### src/rtl/cpu_pkg.sv
// Shared CPU definitions: branch op encodings, resolver FSM states and
// the instruction alignment mask used when checking branch targets.
package cpu_pkg;

    typedef enum logic [1:0] {
        BR_NONE = 2'b00,
        BR_BEQ  = 2'b01,
        BR_BNE  = 2'b10,
        BR_JUMP = 2'b11
    } br_op_t;

    typedef enum logic [1:0] {
        ST_IDLE     = 2'b00,
        ST_REDIRECT = 2'b01,
        ST_FLUSH    = 2'b10
    } rs_state_t;

    // Instructions are word aligned; any set bit here makes a target illegal.
    localparam logic [1:0] INSTR_ALIGN_MASK = 2'b11;

endpackage

### src/rtl/branch_decide.sv
// Combinational branch decision: taken/not-taken, target = pc + imm
// (silent wrap modulo 2^WIDTH) and the misaligned-taken-target flag.
module branch_decide
    import cpu_pkg::*;
#(
    parameter int WIDTH = 32
) (
    input  logic [1:0]       br_op,
    input  logic             eq,
    input  logic [WIDTH-1:0] pc,
    input  logic [WIDTH-1:0] imm,
    output logic             taken,
    output logic [WIDTH-1:0] target,
    output logic             misalign
);

    br_op_t op;

    assign op       = br_op_t'(br_op);
    assign taken    = ((op == BR_BEQ) && eq) || ((op == BR_BNE) && !eq) || (op == BR_JUMP);
    assign target   = pc + imm;
    // Only a taken branch can be misaligned; not-taken targets are never used.
    assign misalign = taken && ((target[1:0] & INSTR_ALIGN_MASK) != 2'b00);

endmodule

### src/rtl/branch_resolver.sv
// Branch resolver: accepts a decoded branch plus comparator result, issues a
// redirect to fetch over valid/ready, then holds flush for FLUSH_CYCLES.
// Optional taken/not-taken statistics counters under BRANCH_RESOLVER_STATS_EN.
module branch_resolver
    import cpu_pkg::*;
#(
    parameter int WIDTH        = 32,
    parameter int FLUSH_CYCLES = 2
) (
    input  logic             clk,
    input  logic             rst,
    input  logic             in_valid,
    output logic             in_ready,
    input  logic [1:0]       br_op,
    input  logic             eq,
    input  logic [WIDTH-1:0] pc,
    input  logic [WIDTH-1:0] imm,
    output logic             redirect_valid,
    input  logic             redirect_ready,
    output logic [WIDTH-1:0] redirect_pc,
    output logic             flush,
    output logic             done,
    output logic             misalign
`ifdef BRANCH_RESOLVER_STATS_EN
    ,
    output logic [31:0]      stat_taken,
    output logic [31:0]      stat_not_taken,
    input  logic             stat_clear
`endif
);

    localparam int CNT_W = 4;

    rs_state_t        state;
    logic [CNT_W-1:0] flush_cnt;
    logic             dec_taken;
    logic             dec_misalign;
    logic [WIDTH-1:0] dec_target;
    logic             accept;

    branch_decide #(.WIDTH(WIDTH)) u_decide (
        .br_op    (br_op),
        .eq       (eq),
        .pc       (pc),
        .imm      (imm),
        .taken    (dec_taken),
        .target   (dec_target),
        .misalign (dec_misalign)
    );

    // in_ready is a registered copy of "state is IDLE", so it is low in reset.
    assign accept = (state == ST_IDLE) && in_valid && in_ready;

    // Resolver FSM with registered outputs and flush down-counter.
    always_ff @(posedge clk or posedge rst) begin
        if (rst) begin
            state          <= ST_IDLE;
            in_ready       <= 1'b0;
            redirect_valid <= 1'b0;
            redirect_pc    <= '0;
            flush          <= 1'b0;
            done           <= 1'b0;
            misalign       <= 1'b0;
            flush_cnt      <= '0;
        end else begin
            done     <= 1'b0;
            misalign <= 1'b0;
            unique case (state)
                ST_IDLE: begin
                    in_ready <= 1'b1;
                    if (accept) begin
                        if (!dec_taken) begin
                            done <= 1'b1;
                        end else if (dec_misalign) begin
                            misalign <= 1'b1;
                            done     <= 1'b1;
                        end else begin
                            redirect_valid <= 1'b1;
                            redirect_pc    <= dec_target;
                            in_ready       <= 1'b0;
                            state          <= ST_REDIRECT;
                        end
                    end
                end
                ST_REDIRECT: begin
                    if (redirect_ready) begin
                        redirect_valid <= 1'b0;
                        flush          <= 1'b1;
                        flush_cnt      <= CNT_W'(FLUSH_CYCLES - 1);
                        state          <= ST_FLUSH;
                    end
                end
                ST_FLUSH: begin
                    if (flush_cnt == '0) begin
                        flush    <= 1'b0;
                        done     <= 1'b1;
                        in_ready <= 1'b1;
                        state    <= ST_IDLE;
                    end else begin
                        flush_cnt <= flush_cnt - 1'b1;
                    end
                end
                default: begin
                    state    <= ST_IDLE;
                    in_ready <= 1'b1;
                end
            endcase
        end
    end

`ifdef BRANCH_RESOLVER_STATS_EN
    // Saturating statistics counters; clear wins over a same-cycle increment.
    always_ff @(posedge clk or posedge rst) begin
        if (rst) begin
            stat_taken     <= '0;
            stat_not_taken <= '0;
        end else if (stat_clear) begin
            stat_taken     <= '0;
            stat_not_taken <= '0;
        end else if (accept) begin
            if (dec_taken && !dec_misalign && (stat_taken != '1))
                stat_taken <= stat_taken + 1'b1;
            if (!dec_taken && (stat_not_taken != '1))
                stat_not_taken <= stat_not_taken + 1'b1;
        end
    end
`endif

endmodule

### config.mk
export PLATFORM = sky130hd
export DESIGN_NAME = branch_resolver
export DESIGN_NICKNAME = d
export VERILOG_FILES = /design/src/rtl/cpu_pkg.sv /design/src/rtl/branch_decide.sv /design/src/rtl/branch_resolver.sv
export SDC_FILE = /design/constraint.sdc
export NUM_CORES = 1
export LEC_CHECK = 0
export CORE_MARGIN = 2
export CORE_UTILIZATION = 42
export DETAILED_ROUTE_END_ITERATION = 6
export HOLD_SLACK_MARGIN = 0.02
export PLACE_DENSITY = 0.76
export SLEW_MARGIN = 20
export SYNTH_ARGS = -nofsm -noshare
export SYNTH_HDL_FRONTEND = slang
export SYNTH_SLANG_ARGS = --single-unit
### constraint.sdc
create_clock -name clk -period 1.6 [get_ports clk]
set_input_delay 0.32 -clock clk [delete_from_list [all_inputs] [get_ports clk]]
set_output_delay 0.32 -clock clk [all_outputs]
set_load 0.02 [all_outputs]
Yosys cells after proc, flatten, opt, wreduce, memory -nomap -nowiden
Cells that the tools add are included.

storage, ports and cells
  register bits after elaboration = 43
  output and inout bits = 37
  input bits = 71

cells by class
  bitwise logic cells = 2
  reduce and logical (&&, ||, !) cells = 19
  $add $sub $neg = 2
  multiplexer cells = 28
  equality and inequality tests = 11

operators with widths
  kind                   count
  $add A32 B32 Y32       1
  $mux W1                15
  $ne A2 B2 Y1 const B   6
  $mux W2                5
  $reduce_and A5 Y1      2
  $mux W4                2
  $pmux W4 S2            1
  $eq A2 B2 Y1 const B   3
  $pmux W1 S2            3
  $pmux W2 S3            1
  $reduce_and A3 Y1      2
  $reduce_bool A2 Y1     3
  $logic_and A1 B1 Y1    5
  $eq A2 B1 Y1 const B   2
  $logic_not A4 Y1       1
  $reduce_and A4 Y1      1
  $sub A4 B1 Y4 const B  1
  $pmux W1 S3            1
  $logic_not A2 Y1       1
  $logic_or A1 B1 Y1     2
  $not A1 Y1             2
  $reduce_and A2 Y1      1
  $logic_not A1 Y1       1

Logic depth before layout (Yosys ltp)
Gate-level depths: netlist (run 1).

  word-level depth = 9
  gate-level depth with buffers = 11

By module
A second synthesis (run 1) with hierarchy kept.

unflattened totals
  cells, all modules = 356
  area total of the unflattened synthesis = 3593.4 µm²

by module, submodules not included
  module           cells an instance  instances  seq. area each (µm²)  area an instance (µm²)
  branch_resolver  121                1          1076.0                1863.0
  branch_decide    235                1          0.0                   1730.4

Least setup slack after synthesis (run 1)
OpenSTA, ideal clock, no wires.

  kind = input -> register
  from = input port pc[0]
  to = register redirect_pc[24]
  stages = 11
  setup time = 134 ps
  arrival = 2435 ps
  path slack = -969 ps
  cells stage by stage = ha_1 > fa_1 > a21oi_1 > a2bb2oi_1 > a21oi_4 > a21oi_2 > o31ai_4 > a21o_1 > a21oi_1 > xor2_1 > o21ai_0

between the ends
  cells in the longest elaborated chain, start to end = 5

ends and longest elaborated chain
  item                                line                   text
  start, declared                     branch_resolver.sv:16  input logic [WIDTH-1:0] pc,
  $add A32 B32 Y32 *                  branch_decide.sv:21    assign target = pc + imm;
  $reduce_bool A2 Y1                  branch_decide.sv:23    assign misalign = taken && ((target[1:0] & INSTR_ALIGN_MASK) != 2'b00);
  $logic_and A1 B1 Y1                 branch_decide.sv:23
  $not A1 Y1 (no source line)         n/a
  $reduce_and A4 Y1 (no source line)  n/a
  end signal, assigned                branch_resolver.sv:79  redirect_pc <= dec_target;
  end, declared                       branch_resolver.sv:20  output logic [WIDTH-1:0] redirect_pc,

Every way passes the cells marked *; elsewhere a longest branch is shown, timed or not.
A chain may end at the register's enable or synchronous reset.

Worst setup path after layout (run 1)
  from = input port imm[1]
  to = register redirect_pc[25]

between the ends
  cells in the longest elaborated chain, start to end = 5

ends and longest elaborated chain
  item                                line                   text
  start, declared                     branch_resolver.sv:17  input logic [WIDTH-1:0] imm,
  $add A32 B32 Y32 *                  branch_decide.sv:21
  $reduce_bool A2 Y1                  branch_decide.sv:23
  $logic_and A1 B1 Y1                 branch_decide.sv:23
  $not A1 Y1 (no source line)         n/a
  $reduce_and A4 Y1 (no source line)  n/a

Marks and branches as above.

==> results of run 1 <==
==> power by group through the flow <==
stage	Sequential (mW)	Combinational [mW]	Clock, mW
6_report	1.85	3.50	0.758
3_5_place_dp	1.82	3.18	0
2_1_floorplan	2.27	1.10	0
4_1_cts	1.79	3.18	0.756
5_1_grt	1.89	3.72	0.801
3_3_place_gp	1.81	3.08	0
==> synthesized netlist by cell type, drive strengths merged, types with 2 or more instances <==
cell | n | area [um^2]
a211oi | 3 | 27.52
a21o | 17 | 127.6
a21oi | 27 | 150.2
a31oi | 3 | 18.77
a41o | 2 | 20.02
and2 | 4 | 25.02
and3 | 2 | 17.52
and4 | 2 | 17.52
buf | 4 | 20.02
clkbuf | 8 | 30.03
dfrtp | 43 | 1076
ha | 33 | 412.9
inv | 9 | 33.78
nand2 | 53 | 198.9
nand2b | 7 | 43.79
nand3 | 5 | 25.02
nand3b | 2 | 15.01
nand4 | 7 | 43.79
nor2 | 22 | 82.58
nor2b | 3 | 18.77
nor3 | 3 | 15.01
nor4 | 2 | 12.51
o211ai | 2 | 15.01
o21a | 3 | 22.52
o21ai | 40 | 200.2
o21bai | 2 | 15.01
o31ai | 4 | 43.79
or3 | 3 | 18.77
xnor2 | 17 | 148.9
xor2 | 11 | 96.34
==> registers in the layout (all words and copies together) (netlist names) <==
name	cells
redirect_valid	1
state	2
flush_cnt	4
redirect_pc	32
flush	1
in_ready	1
misalign	1
done	1
==> routing by layer <==
layer | part of all wire | track usage
met4 | 0.040 | 0.07955
met3 | 0.044 | 0.04398
met5 | 0 | 0
met1 | 0.38 | 0.2718
met2 | 0.53 | 0.4735
==> cell families after synthesis <==
group	count (synthesis)	share of synthesized area
AO/OA/AOI/OAI	117	0.2411
XOR/XNOR	28	0.07707
adder cells (fa/ha/maj)	34	0.1361
buffers and inverters	21	0.02635
flip-flops	43	0.3382
multiplexers	1	0.003539
AND/OR/NAND/NOR	118	0.1777
==> final timing paths <==
| path | to | slack (ns) | cells after the start |
|---|---|---|---|
| setup / recovery | redirect_pc[25] | -0.87 | 12 |
| hold / removal | redirect_pc[3] | 0.36 | 3 |
| max in group asynchronous | redirect_pc[21] | 1.02 | 3 |
| setup reg to reg | redirect_pc[29] | -0.21 | 6 |
| min in group clk | redirect_valid | 0.48 | 2 |
| hold reg to reg | redirect_valid | 0.48 | 2 |
==> cell type report <==
| cell class | count | area (um^2) |
|---|---|---|
| fillers | 421 | 1229 |
| repair buffers | 234 | 2107 |
| multi-input cells | 298 | 2630 |
| inverters | 9 | 33.78 |
| well taps | 99 | 123.9 |
| clock inverters | 3 | 23.77 |
| clock buffers | 5 | 68.82 |
| flip-flops and latches | 43 | 1076 |
==> worst min-delay path: stages <==
cell	delay (ns)
clkdlybuf4s50_1	0.41
clkinv_1	0.08
buf_12	0.25
==> what timing repair did <==
item | in CTS | in global routing
gates cloned | 0 | 3
resized for setup | 175 | 67
pin swaps | 71 | 59
buffers inserted | 20 | 12
hold endpoints to repair | 0 | 0
endpoints found under the setup margin | 66 | 37
==> run summary, run 1 <==
Critical path cell sequence -> buf_8 > ha_4 > a211oi_4 > o211ai_1 > and3_4 > a41o_1 > buf_4 > o31a_1 > a41o_1 > a221oi_2 > xor2_1 > o21ai_1
N_diodes -> 0
Crit-path max FO -> 3
Vias per cell -> 5.534
Sw Pwr -> 2.597 mW
CP delay by family, top -> compound AO/OA/AOI/OAI gates
Cell area after layout -> 6063 um^2
Fin crit period -> 2.468 ns
H-tree levels -> 2
Mapped Cells -> 362
Crit path arrival time -> 2.66 ns
Buf/Inv on CP -> 2
DRT iter0 DRCs -> 203
Slew Limit Fails -> 0
Final instance count without filler cells -> 691
Most frequent cells in the layout -> buf_4, dlygate4sd2_1, nand2_1
Hold-fix buffers, CTS -> 0
Synthesized area per cell -> 8.790 um^2
Post-Place Worst Slack -> -1.477 ns
Top FF cell, synth -> dfrtp_1
Yosys cell types -> 55
Critical Path RT -> 1.79 ns
I/O Pins -> 108
Worst vdd rail ir drop -> 519.8 uV
Largest net degree at the start of global routing -> 44
Area of the mapped netlist -> 3182 um^2
DR pass1 iterations -> 5
Seq/Total Area, Yosys -> 0.3382
Setup slack after layout -> -0.8684 ns
Num rows -> 31
Gate power share -> 0.573
Setup crit start -> imm[1]
Final nets -> 696
Critical path's largest stage delay -> 0.26 ns
CTS tree -> built
Setup violations, final -> 32
Hold crit path type -> in -> async
Via count -> 3824
Clock share of power -> 0.124
FMAX -> 405.1 MHz
Horiz. Die Dim -> 91.04 um
Die height -> 91.04 um
Internal Power -> 3.502 mW
CTS buffer count -> 5
FF-to-FF Start -> state[1]
GRT Overall Usage -> 0.2467
Avg WL per Cell -> 18.01 um
Vias in the first global route -> 3788
Reg clk slew, reported paths -> 0.10 ns
Seq pwr share -> 0.303
Maxcap violations -> 0
Most repeated library cell on the critical path -> a41o_1
Clock Latency Late Sink -> 0.31 ns
Sw Ratio -> 0.4258
CP startpoint kind -> primary input
Bufs on Longest Clock Path -> 2
Total core area -> 7292 um^2
DP Area -> 5249 um^2
ANT nets after route -> 0
Port buffer count -> 107
Outcome -> finished with violations
Slew margin rel. -> 0.7076
RSZ-0062 raised after global routing -> true
Clock Sinks -> 43
Area Overhead vs Synth -> 90.56%
Post-DP HPWL -> 7538 um
Fin Hold WS -> 0.3606 ns
Setup Crit Path Kind -> in -> reg
Leakage -> 2.963 nW
DR DRC count -> 0
Most common cell after layout, fill and taps aside -> buf_4
Total Wirelength -> 12450 um
Die area -> 8288 um^2
Share of cells above drive strength 1 -> 0.3970
Fin. Hold Viols -> 0
Root buf cell -> clkbuf_8
CP max-delay cell -> o31a_1
Syn nets -> 467
Post-synth EDFFs -> 0
Power Total -> 6.099 mW
Fin Setup TNS -> -14.12 ns
Yosys reg bits -> 43
RePlAce Congestion -> 0.8850
Asr flop ratio synth -> 1.000
Placed Cells -> 651
Initial antenna violation count -> 0
Pin slew with the least headroom to its limit -> 0.4352 ns
Synth warnings -> 0
Global route overflow -> 0
Failing checks -> negative setup slack
Nature of the critical path endpoint -> flop
Starting Density -> 0.4363
Final period utilization -> 1.543
First-pass GRT wire length -> 16840 um
Final core utilization -> 0.8315
Clock Skews -> 0.008183 ns
Pwr/cell area -> 1006 nW/um^2
Note: power is estimated with default switching activity, not from simulation.
==> run 2, diff against run 1 <==
--- a/config.mk
+++ b/config.mk
@@ -5,12 +5,12 @@
 export SDC_FILE = /design/constraint.sdc
 export NUM_CORES = 1
 export LEC_CHECK = 0
-export CORE_MARGIN = 2
+export ABC_CLOCK_PERIOD_IN_PS = 1600
+export CORE_MARGIN = 8
 export CORE_UTILIZATION = 42
 export DETAILED_ROUTE_END_ITERATION = 6
 export HOLD_SLACK_MARGIN = 0.02
 export PLACE_DENSITY = 0.76
-export SLEW_MARGIN = 20
 export SYNTH_ARGS = -nofsm -noshare
 export SYNTH_HDL_FRONTEND = slang
 export SYNTH_SLANG_ARGS = --single-unit
==> run 2 against run 1 <==
Compared with the run above:
- flip-flop and latch count did not move
- design area decreased by 2.9%
- wire length shrank 1.4%
- the flow still finishes with violations (negative setup slack)
- via count is 4.3% lower
- sequential power decreased by 2%
- die area up 28%
- largest cell class unchanged
- critical endpoint is now redirect_pc[30]
- hold slack better by 0.025 ns
- critical path type unchanged
==> run summary, run 2 (synthesis results as in run 1) <==
Outcome -> finished with violations
Failing checks -> negative setup slack
Area Overhead vs Synth -> 85.02%
Setup crit start -> pc[3]
Crit path arrival time -> 2.54 ns
Total Wirelength -> 12270 um
Fin. Hold Viols -> 0
Bufs on Longest Clock Path -> 2
Pin slew with the least headroom to its limit -> 0.4327 ns
Share of cells above drive strength 1 -> 0.3879
Leakage -> 2.890 nW
Avg WL per Cell -> 18.08 um
Top routing layer used -> met4
Clock Skews -> 0.007919 ns
Met1 wire length -> 4672 um
Port buffer count -> 107
RePlAce Congestion -> 0.8564
Fin crit period -> 2.350 ns
FF-to-FF Start -> state[1]
Most frequent cells in the layout -> buf_4, nand2_1, dfrtp_1
DRT iter0 DRCs -> 119
H-tree levels -> 2
Final nets -> 684
Maxcap violations -> 0
Vias in the first global route -> 3834
Via count -> 3659
Starting Density -> 0.4363
Post-DP HPWL -> 8356 um
GRT Overall Usage -> 0.2094
Critical Path RT -> 1.79 ns
Power Total -> 5.941 mW
N_diodes -> 0
Post-Place Worst Slack -> -1.505 ns
Horiz. Die Dim -> 103.0 um
Num rows -> 31
CP startpoint kind -> primary input
Hold crit path type -> in -> async
Setup slack after layout -> -0.7496 ns
Met2 Wirelength -> 6557 um
DR pass1 iterations -> 4
DR DRC count -> 0
Global route overflow -> 0
CTS tree -> built
Initial antenna violation count -> 0
CTS buffer count -> 5
Nature of the critical path endpoint -> flop
Reg clk slew, reported paths -> 0.10 ns
Hold-fix buffers, CTS -> 0
Clock Latency Late Sink -> 0.30 ns
Slew margin rel. -> 0.7098
Die height -> 103.0 um
Most common cell after layout, fill and taps aside -> buf_4
Pwr/cell area -> 1009 nW/um^2
Met3 wire len -> 693 um
Die area -> 10620 um^2
I/O Pins -> 108
Total core area -> 7292 um^2
Slew Limit Fails -> 0
Root buf cell -> clkbuf_8
Clock Sinks -> 43
Fin Setup TNS -> -11.66 ns
Final period utilization -> 1.468
Vias per cell -> 5.389
Largest net degree at the start of global routing -> 44
Max reg flops -> 32
First-pass GRT wire length -> 17770 um
Regs by FF count -> redirect_pc (32), flush_cnt (4), state (2)
Setup Crit Path Kind -> in -> reg
RSZ-0062 raised after global routing -> true
Register with the most flip-flops -> redirect_pc
FMAX -> 425.6 MHz
Crit-path max FO -> 3
Setup violations, final -> 24
ANT nets after route -> 0
Worst vdd rail ir drop -> 445.4 uV
[run 2: changes by cell type in the layout (fill, tap and decap cells not counted), sizes merged]
cell           change
clkdlybuf4s15      +4
buf                -7
clkdlybuf4s50      -1
clkbuf             +4
bufbuf             +1
dlygate4sd2       -13
[run 2: per-layer routing]
layer	vias to the layer above	track usage
met4	0	0.06785
met1	1751	0.2359
li1	1735	-
met3	33	0.03579
met5	-	0
met2	140	0.3881
[run 2: critical path, cell delays in order]
cell and delay (ns):
buf_6 0.10, ha_4 0.27, buf_6 0.09, buf_6 0.10, nand3_4 0.08, a2bb2oi_4 0.19
a21oi_4 0.18, a21oi_4 0.11, o31ai_4 0.25, a31oi_2 0.16, o41ai_2 0.43, xnor2_1 0.16
o21ai_1 0.09
[run 2: metrics by stage]
step | hold WS, ns | cells | util | instance area [um^2]
after floorplan | 0.4292 | 362 | - | 3395
after global placement | 0.4576 | 652 | 0.7191 | 5244
after detailed placement | 0.4607 | 652 | 0.7191 | 5244
after CTS | 0.3859 | 671 | 0.7768 | 5664
after global routing | 0.4074 | 679 | 0.8073 | 5887
final | 0.3855 | 679 | 0.8073 | 5887
[run 2: cell type report]
cell class | instances | area (um^2)
fill | 456 | 1405
multi-input combinational | 298 | 2589
sequential | 43 | 1076
clock inverter | 3 | 23.77
inverter | 9 | 33.78
timing repair buffer | 222 | 1972
clock buffer | 5 | 68.82
tap | 99 | 123.9
[run 2: where the power goes]
part	leakage, nW	internal [mW]	switching [mW]
Clock	0.0408	0.313	0.435
Combinational	2.31	1.59	1.79
Sequential	0.535	1.53	0.272
Total	2.89	3.44	2.50
[run 2: final timing paths]
kind | endpoint | slack, ns | cells past startpoint
max in group asynchronous | redirect_pc[2] | 1.00 | 3
min in group clk | misalign | 0.40 | 4
setup / recovery | redirect_pc[30] | -0.75 | 13
hold reg to reg | redirect_pc[8] | 0.48 | 2
hold / removal | redirect_pc[18] | 0.39 | 3
setup reg to reg | redirect_pc[31] | -0.08 | 6
[run 2: timing repair]
action | in CTS | in global routing
setup buffers | 11 | 12
endpoints found under the setup margin | 63 | 37
gates resized for setup | 203 | 60
pin swaps | 82 | 55
cloned | 1 | 0
==> run 3, diff against run 2 <==
--- a/config.mk
+++ b/config.mk
@@ -6,6 +6,7 @@
 export NUM_CORES = 1
 export LEC_CHECK = 0
 export ABC_CLOCK_PERIOD_IN_PS = 1600
+export CAP_MARGIN = 40
 export CORE_MARGIN = 8
 export CORE_UTILIZATION = 42
 export DETAILED_ROUTE_END_ITERATION = 6
==> results of run 3 <==
Final layout, timing and power as in run 2 (identical DEF).
